===== src/rtl/port_arbiter.sv =====
// Per-output-port scheduler: round-robin pick of an input FIFO whose head targets PORT_ID, pop it, present packet.
// Latency: request seen in IDLE at cycle N -> rd_en at N+1 -> out_valid from N+3; 4 cycles minimum per packet.
// Backpressure: out_ready low holds the packet in SEND indefinitely; no FIFO is read until it is accepted.
module port_arbiter #(
  parameter int PKT_SIZE  = 16,
  parameter int NUM_PORTS = 4,
  parameter int PORT_ID   = 0,
  localparam int HDR_W    = PKT_SIZE >> 2,
  localparam int IDX_W    = $clog2(NUM_PORTS)
) (
  input  logic                          clk,
  input  logic                          rst_n,
  input  logic [NUM_PORTS-1:0]          fifo_empty,
  input  logic [NUM_PORTS*HDR_W-1:0]    fifo_header,
  input  logic [NUM_PORTS*PKT_SIZE-1:0] fifo_data,
  output logic [NUM_PORTS-1:0]          rd_en,
  output logic                          out_valid,
  input  logic                          out_ready,
  output logic [PKT_SIZE-1:0]           out_data,
  output logic [IDX_W-1:0]              grant_id,
  output logic                          busy
);

  typedef enum logic [1:0] {
    S_IDLE = 2'd0,
    S_READ = 2'd1,
    S_LOAD = 2'd2,
    S_SEND = 2'd3
  } state_t;

  state_t                state_q, state_d;
  logic [IDX_W-1:0]      grant_id_q, grant_id_d;
  logic [IDX_W-1:0]      rr_ptr_q, rr_ptr_d;
  logic [PKT_SIZE-1:0]   out_data_q, out_data_d;
  logic                  out_valid_q, out_valid_d;

  logic [NUM_PORTS-1:0]  req;
  logic                  any_req;
  logic [IDX_W-1:0]      winner;
  logic [PKT_SIZE-1:0]   sel_data;

  // A FIFO requests only when it holds a packet whose target field is this port.
  always_comb begin
    req = '0;
    for (int i = 0; i < NUM_PORTS; i++) begin
      req[i] = !fifo_empty[i] && (fifo_header[i*HDR_W +: HDR_W] == HDR_W'(PORT_ID));
    end
  end

  // Round-robin scan starting at rr_ptr; descending loop so the smallest offset wins.
  always_comb begin
    logic [IDX_W-1:0] idx;
    any_req = 1'b0;
    winner  = '0;
    idx     = '0;
    for (int k = NUM_PORTS - 1; k >= 0; k--) begin
      idx = rr_ptr_q + IDX_W'(k);
      if (req[idx]) begin
        any_req = 1'b1;
        winner  = idx;
      end
    end
  end

  // Mux the registered data_out of the granted FIFO.
  always_comb begin
    sel_data = '0;
    for (int i = 0; i < NUM_PORTS; i++) begin
      if (grant_id_q == IDX_W'(i)) begin
        sel_data = fifo_data[i*PKT_SIZE +: PKT_SIZE];
      end
    end
  end

  // Next-state logic; requests are only sampled in IDLE so pop side effects cannot re-trigger a read.
  always_comb begin
    state_d     = state_q;
    grant_id_d  = grant_id_q;
    rr_ptr_d    = rr_ptr_q;
    out_data_d  = out_data_q;
    out_valid_d = out_valid_q;
    case (state_q)
      S_IDLE: begin
        if (any_req) begin
          grant_id_d = winner;
          rr_ptr_d   = winner + IDX_W'(1);
          state_d    = S_READ;
        end
      end
      S_READ: begin
        state_d = S_LOAD;
      end
      S_LOAD: begin
        out_data_d  = sel_data;
        out_valid_d = 1'b1;
        state_d     = S_SEND;
      end
      S_SEND: begin
        if (out_ready) begin
          out_valid_d = 1'b0;
          state_d     = S_IDLE;
        end
      end
      default: begin
        state_d = S_IDLE;
      end
    endcase
  end

  // State and datapath registers; reset aborts any in-flight packet.
  always_ff @(posedge clk or negedge rst_n) begin
    if (!rst_n) begin
      state_q     <= S_IDLE;
      grant_id_q  <= '0;
      rr_ptr_q    <= '0;
      out_data_q  <= '0;
      out_valid_q <= 1'b0;
    end else begin
      state_q     <= state_d;
      grant_id_q  <= grant_id_d;
      rr_ptr_q    <= rr_ptr_d;
      out_data_q  <= out_data_d;
      out_valid_q <= out_valid_d;
    end
  end

  // Read strobe decoded from registered state: one-hot, only during READ.
  always_comb begin
    rd_en = '0;
    if (state_q == S_READ) begin
      rd_en[grant_id_q] = 1'b1;
    end
  end

  assign out_valid = out_valid_q;
  assign out_data  = out_data_q;
  assign grant_id  = grant_id_q;
  assign busy      = (state_q != S_IDLE);

endmodule


===== config.mk =====
export PLATFORM = sky130hd
export DESIGN_NAME = port_arbiter
export DESIGN_NICKNAME = d
export VERILOG_FILES = /design/src/rtl/port_arbiter.sv
export SDC_FILE = /design/constraint.sdc
export NUM_CORES = 1
export LEC_CHECK = 0
export CAP_MARGIN = 0
export CORE_ASPECT_RATIO = 1.4
export CORE_UTILIZATION = 38
export CTS_CLUSTER_DIAMETER = 40
export DETAILED_ROUTE_END_ITERATION = 6
export GPL_TIMING_DRIVEN = 0
export PLACE_DENSITY = 0.85
export SETUP_SLACK_MARGIN = 0.2
export SLEW_MARGIN = 20
export SYNTH_ARGS = -nofsm -noshare
export SYNTH_HDL_FRONTEND = slang
export SYNTH_SLANG_ARGS = --single-unit

===== constraint.sdc =====
create_clock -name clk -period 3.05 [get_ports clk]
set_input_delay 0.61 -clock clk [delete_from_list [all_inputs] [get_ports clk]]
set_output_delay 0.61 -clock clk [all_outputs]
set_load 0.01 [all_outputs]

==> results.toml, run 1 <==
[cts]
cts_setup_buffers = 0
cts_sinks = 23
cts_resized = 0
clk_pin_slew_ns = 0.09
ctsLongestPathBuffers = 2
cts_inserted_buffers = 3
clk_latency_ns = 0.26
cts_root_buf = "clkbuf_8"
cts_tree = "yes"
htree_levels = 1
hold_buffers = 0

[yosys]
syn_inst = 121
avgSynthCellArea_um2 = 12.93
ys_seq_elements = 23
yosys.area.top_type = "dfrtp_1"
ys_seq_area_share_pct = 36.80
synth_warnings = 0
yosys-top-cells-area = "dfrtp_1, mux4_2, mux2_2, ha_1, nor2_1"
synth_top_area_share_pct = 36.80
synth_ff_type = "dfrtp_1"
synth-edff-count = 0
synthArstFlopShare_pct = 100.0
syn-cell-area_um2 = 1564
synth_cell_type_count = 39
syn-num-nets = 213

[sta]
fin_worst_skew_ns = 0.01096
max-slew-margin-rel_pct = 35.24
final.min_clock_period_ns = 2.586
grt_setup_unrepaired = "no"
setup_viol = 0
fin_crit_sh_pct = 84.80
worstMarginPinSlew_ns = 0.9588
slew_violations = 0
hold_viol_final = 0
max_freq_mhz = 386.6
setup_tns_ns = 0
finalWorstSetupSlack_ns = 0.4635

[floorplan]
chipWidth_um = 56.22
io_pins = 111
dieArea_um2 = 4380
core_area_um2 = 3953
row_count = 27
die_y_um = 77.91
start_util_pct = 39.57

[critical_path]
worst-path-buf-inv = 2
r2r-end = "out_data[7]$_DFFE_PN0P_"
required_ns = 2.44
path_cells = "buf_1, and3b_1, clkdlybuf4s50_1"
crit_family = "buffers and inverters"
critPathMaxFanout = 10
critical_path.endpoint_type = "primary output"
start_kind = "flop"
rrSetupSlack_ns = 0.94
arrival_ns = 1.98
slowest_delay_ns = 0.56
critPathKind = "reg2out"
cp_slowest_cell = "clkdlybuf4s50_1"
r2r_start = "state_q[0]$_DFFE_PN0P_"
rr_worst_depth = 5

[detailed_routing]
routed_via_density = 5.342
vias = 1485
drt_iter0_markers = 34
firstDrtPassIters = 4
ant_nets = 0
routedWlPerCell_um = 16.50
drc = 0
drt-total-wl_mm = 4.586

[finish]
regArea_um2 = 575.6
area.growth.synth_to_final_pct = 76.48
antenna_cells = 0
final_nets = 328
utilization_pct = 69.83
final_cells = 278
drive_above_1_share_pct = 20.85
fill_cells = 313
multi_input_area_um2 = 942.2

[global_routing]
grt_first_pass_wirelength_mm = 7.196
grt_start_max_net_pins = 24
antenna_found_initial = 0
groute.usage.overall_pct = 21.48
grt_pass1_vias = 1548
grt.overflow.total = 0

[placed_design]
dp_slack_ns = 0.2384
gp_congestion = 0.8653
place_inst = 274
hpwl_mm = 3.866
portBuffers = 110

[hold_path]
hp-class = "in2async"

[outcome]
outcome = "completed"

[flow_run]
drv_cap = 0

[power]
ir_drop_uv = 499.2
power_density_nw_per_um2 = 621.2
p_leak_nw = 1.058
cells by family (layout without fill, tap and decap cells):
family                     after synthesis  count (layout)  synth area share, %
muxes                                   34              34                35.92
adders and majority gates                5               5                4.000
DFF                                     23              23                36.80
and+or+nand+nor                         31              31                12.16
AOI/OAI and AO/OA                       16              16                8.160
buffers and inverters                   12             126                2.960
layer usage:
metal / vias up / routed length, um / track usage (%)
met5: - / 0 / 0
met4: 0 / 29 / 5.122
met3: 2 / 241 / 3.500
met2: 64 / 2680 / 42.98
met1: 718 / 1634 / 22.66
li1: 701 / - / -
layout make-up:
cell class,count,area share [%]
Tap cell,43,1.949
Clock inverter,1,0.1813
Sequential cell,23,20.85
Inverter,5,0.6800
Multi-Input combinational cell,86,34.13
Timing Repair Buffer,110,39.71
Clock buffer,3,1.496
Buffer,7,0.9973
registers in the layout, summed over array words and instances, names as in the netlist:
register,cells
state_q,2
out_data,16
out_valid,1
grant_id,2
rr_ptr_q,2
cell usage in the layout, fill, tap and decap left out, types with 3 or more instances in the layout:
cell type and instances:
clkbuf_8 3, clkbuf_1 3, nor3_1 3, inv_1 5, nand2_1 4, a21oi_1 4
nor2_1 6, clkdlybuf4s50_1 109, buf_1 3, dfrtp_1 23, mux4_2 16, mux2_2 17
ha_1 5
power by group:
part	switching [mW]	internal [mW]	total [mW]
clock network	0.0959	0.0910	0.187
logic	0.375	0.615	0.990
registers	0.0888	0.449	0.537
total	0.560	1.15	1.71
synth_stat cells (2+ instances only):
master     n
a21oi_1    4
or4_1      2
nand2_1    4
nor2_1     6
mux4_2    16
buf_1      3
nor4_1     2
nor3_1     3
o22ai_1    2
mux2_2    17
or3_1      2
inv_1      5
ha_1       5
clkbuf_1   3
dfrtp_1   23
worst reg2reg max path, cell delays in order (launching register included):
cell      delay [ns]
dfrtp_1         0.41
inv_1           0.13
ha_1            0.15
clkbuf_1        0.38
buf_1           0.52
mux2_2          0.41
through the flow:
stage / cell area, um^2 / hold slack, ns / total power, mW
final: 2760 / 0.3028 / 1.715
after global routing: 2760 / 0.3368 / 1.839
after CTS: 2765 / 0.5140 / 1.734
after detailed placement: 2719 / 0.4944 / 1.541
after global placement: 2719 / 0.4887 / 1.514
after floorplan: 1564 / 0.3144 / 1.042
how the worst max path moves through the flow:
stage,startpoint,end,cells past startpoint
after detailed placement,fifo_header[5],grant_id[0]$_DFFE_PN0P_,7
after floorplan,fifo_header[1],grant_id[1]$_DFFE_PN0P_,5
final,grant_id[0]$_DFFE_PN0P_,rd_en[1],3
after global placement,fifo_header[5],grant_id[0]$_DFFE_PN0P_,7
after CTS,grant_id[0]$_DFFE_PN0P_,rd_en[1],3
after global routing,grant_id[0]$_DFFE_PN0P_,rd_en[3],3
No activity file was read; power rests on OpenSTA's default activity.
==> inputs of run 2 (changes only) <==
--- a/config.mk
+++ b/config.mk
@@ -7,11 +7,11 @@
 export LEC_CHECK = 0
 export CAP_MARGIN = 0
 export CORE_ASPECT_RATIO = 1.4
-export CORE_UTILIZATION = 38
+export CORE_UTILIZATION = 35
 export CTS_CLUSTER_DIAMETER = 40
 export DETAILED_ROUTE_END_ITERATION = 6
 export GPL_TIMING_DRIVEN = 0
-export PLACE_DENSITY = 0.85
+export PLACE_DENSITY = 0.79
 export SETUP_SLACK_MARGIN = 0.2
 export SLEW_MARGIN = 20
 export SYNTH_ARGS = -nofsm -noshare
==> constraint.sdc (replaced) <==
create_clock -name clk -period 2.4 [get_ports clk]
set_input_delay 0.48 -clock clk [delete_from_list [all_inputs] [get_ports clk]]
set_output_delay 0.48 -clock clk [all_outputs]
set_load 0.01 [all_outputs]
==> results.toml, run 2 (same netlist as run 1, synthesis figures left out) <==
[finish]
final_common_cell = "clkdlybuf4s50_1"
largest_register_ffs = 16
layout_common_cells = "clkdlybuf4s50_1, dfrtp_1, mux2_2, mux4_2"
drive_above_1_share_pct = 26.36
final_nets = 332
utilization_pct = 67.68
fill_cells = 317
antenna_cells = 0
regArea_um2 = 575.6
multi_input_area_um2 = 989.7
area.growth.synth_to_final_pct = 83.44

[global_routing]
grt.overflow.total = 0
antenna_found_initial = 0
grt_start_max_net_pins = 24
groute.usage.overall_pct = 19.38
grt_pass1_vias = 1487
grt_first_pass_wirelength_mm = 6.989

[critical_path]
critical_path.endpoint_type = "primary output"
r2r_start = "state_q[0]$_DFFE_PN0P_"
arrival_ns = 1.71
critPathMaxFanout = 4
start_kind = "flop"
r2r-end = "out_data[5]$_DFFE_PN0P_"
critPathKind = "reg2out"
rr_worst_depth = 5
rrSetupSlack_ns = 0.46
required_ns = 1.92

[outcome]
outcome = "completed"

[sta]
max-slew-margin-rel_pct = 61.35
slew_violations = 0
grt_setup_unrepaired = "yes"
hold_viol_final = 0
setup_viol = 0
final.min_clock_period_ns = 2.185
max_freq_mhz = 457.6
worstMarginPinSlew_ns = 0.5797
fin_crit_sh_pct = 91.05
setup_tns_ns = 0
fin_worst_skew_ns = 0.006770

[cts]
hold_buffers = 0
clk_latency_ns = 0.26
cts_tree = "yes"
ctsLongestPathBuffers = 2
cts_sinks = 23
cts_inserted_buffers = 3
cts_root_buf = "clkbuf_8"
clk_pin_slew_ns = 0.08
htree_levels = 1

[placed_design]
gp_congestion = 0.8368
hpwl_mm = 3.677
portBuffers = 110

[power]
finalPower_mw = 2.226
power_density_nw_per_um2 = 775.9
ir_drop_uv = 439.2
p_leak_nw = 1.143

[floorplan]
io_pins = 111
dieArea_um2 = 4744
row_count = 28
start_util_pct = 36.89
die_y_um = 81.10
chipWidth_um = 58.50
core_area_um2 = 4239

[hold_path]
hp-class = "in2async"

[detailed_routing]
vias = 1545
drt_iter0_markers = 25
routed_via_density = 5.167
drt-total-wl_mm = 4.593
firstDrtPassIters = 4
drc = 0
routedWlPerCell_um = 15.36
ant_nets = 0

[flow_run]
drv_cap = 0
## run 2: cell count changes in the layout (fill, tap and decap cells not counted), sizes merged
| cell | before | now |
|---|---|---|
| clkdlybuf4s50 | 109 | 103 |
| dlymetal6s2s | 0 | 3 |
| buf | 5 | 9 |
| dlygate4sd2 | 0 | 3 |
## run 2: final cells by class
type / instances / share of cell area, %
timing repair buffer: 114 / 39.38
multi-input combinational: 86 / 34.50
sequential: 23 / 20.06
tap: 60 / 2.617
clock buffer: 3 / 1.439
buffer: 7 / 1.177
inverter: 5 / 0.6542
clock inverter: 1 / 0.1744
## run 2: timing repair
item	CTS	global route
gates resized for setup	10	10
buffers inserted	0	4
pin swaps	2	8
endpoints found under the setup margin	9	14
hold endpoints to repair	0	0
## run 2: per-stage QoR
| stage | area [um^2] | cells | hold slack (ns) | worst slack, ns |
|---|---|---|---|---|
| after global routing | 2869 | 299 | 0.2182 | 0.1612 |
| after global placement | 2740 | 291 | 0.4893 | -0.2559 |
| after CTS | 2808 | 295 | 0.5123 | 0.1957 |
| after floorplan | 1564 | 121 | 0.1844 | 0.3584 |
| after detailed placement | 2740 | 291 | 0.4946 | -0.2435 |
| final | 2869 | 299 | 0.1721 | 0.2149 |
## run 2: power breakdown
| part | switching, mW | total [mW] | internal [mW] |
|---|---|---|---|
| combinational | 0.489 | 1.31 | 0.820 |
| clock | 0.118 | 0.234 | 0.116 |
| sequential | 0.114 | 0.684 | 0.570 |
## run 2: critical path, stage by stage (launching register included)
cell and delay (ns):
dfrtp_1 0.42, inv_1 0.11, ha_2 0.22, and3_1 0.16, clkdlybuf4s50_1 0.53
## run 2: worst max-delay path by stage
stage	from	endpoint	slack, ns
floorplan	fifo_header[1]	grant_id[1]$_DFFE_PN0P_	0.36
global placement	fifo_header[5]	grant_id[0]$_DFFE_PN0P_	-0.26
detailed placement	fifo_header[4]	grant_id[0]$_DFFE_PN0P_	-0.24
CTS	state_q[1]$_DFFE_PN0P_	rd_en[3]	0.20
global route	state_q[1]$_DFFE_PN0P_	rd_en[3]	0.16
finish	state_q[1]$_DFFE_PN0P_	rd_en[3]	0.21
## run 2: layer usage
metal,routed length (um),track usage [%],share of wire (%),vias to the layer above
met4,73,7.381,1.6,0
met1,1644,21.83,36,734
li1,-,-,-,716
met5,0,0,0,-
met2,2372,35.17,52,89
met3,502,4.299,11,6
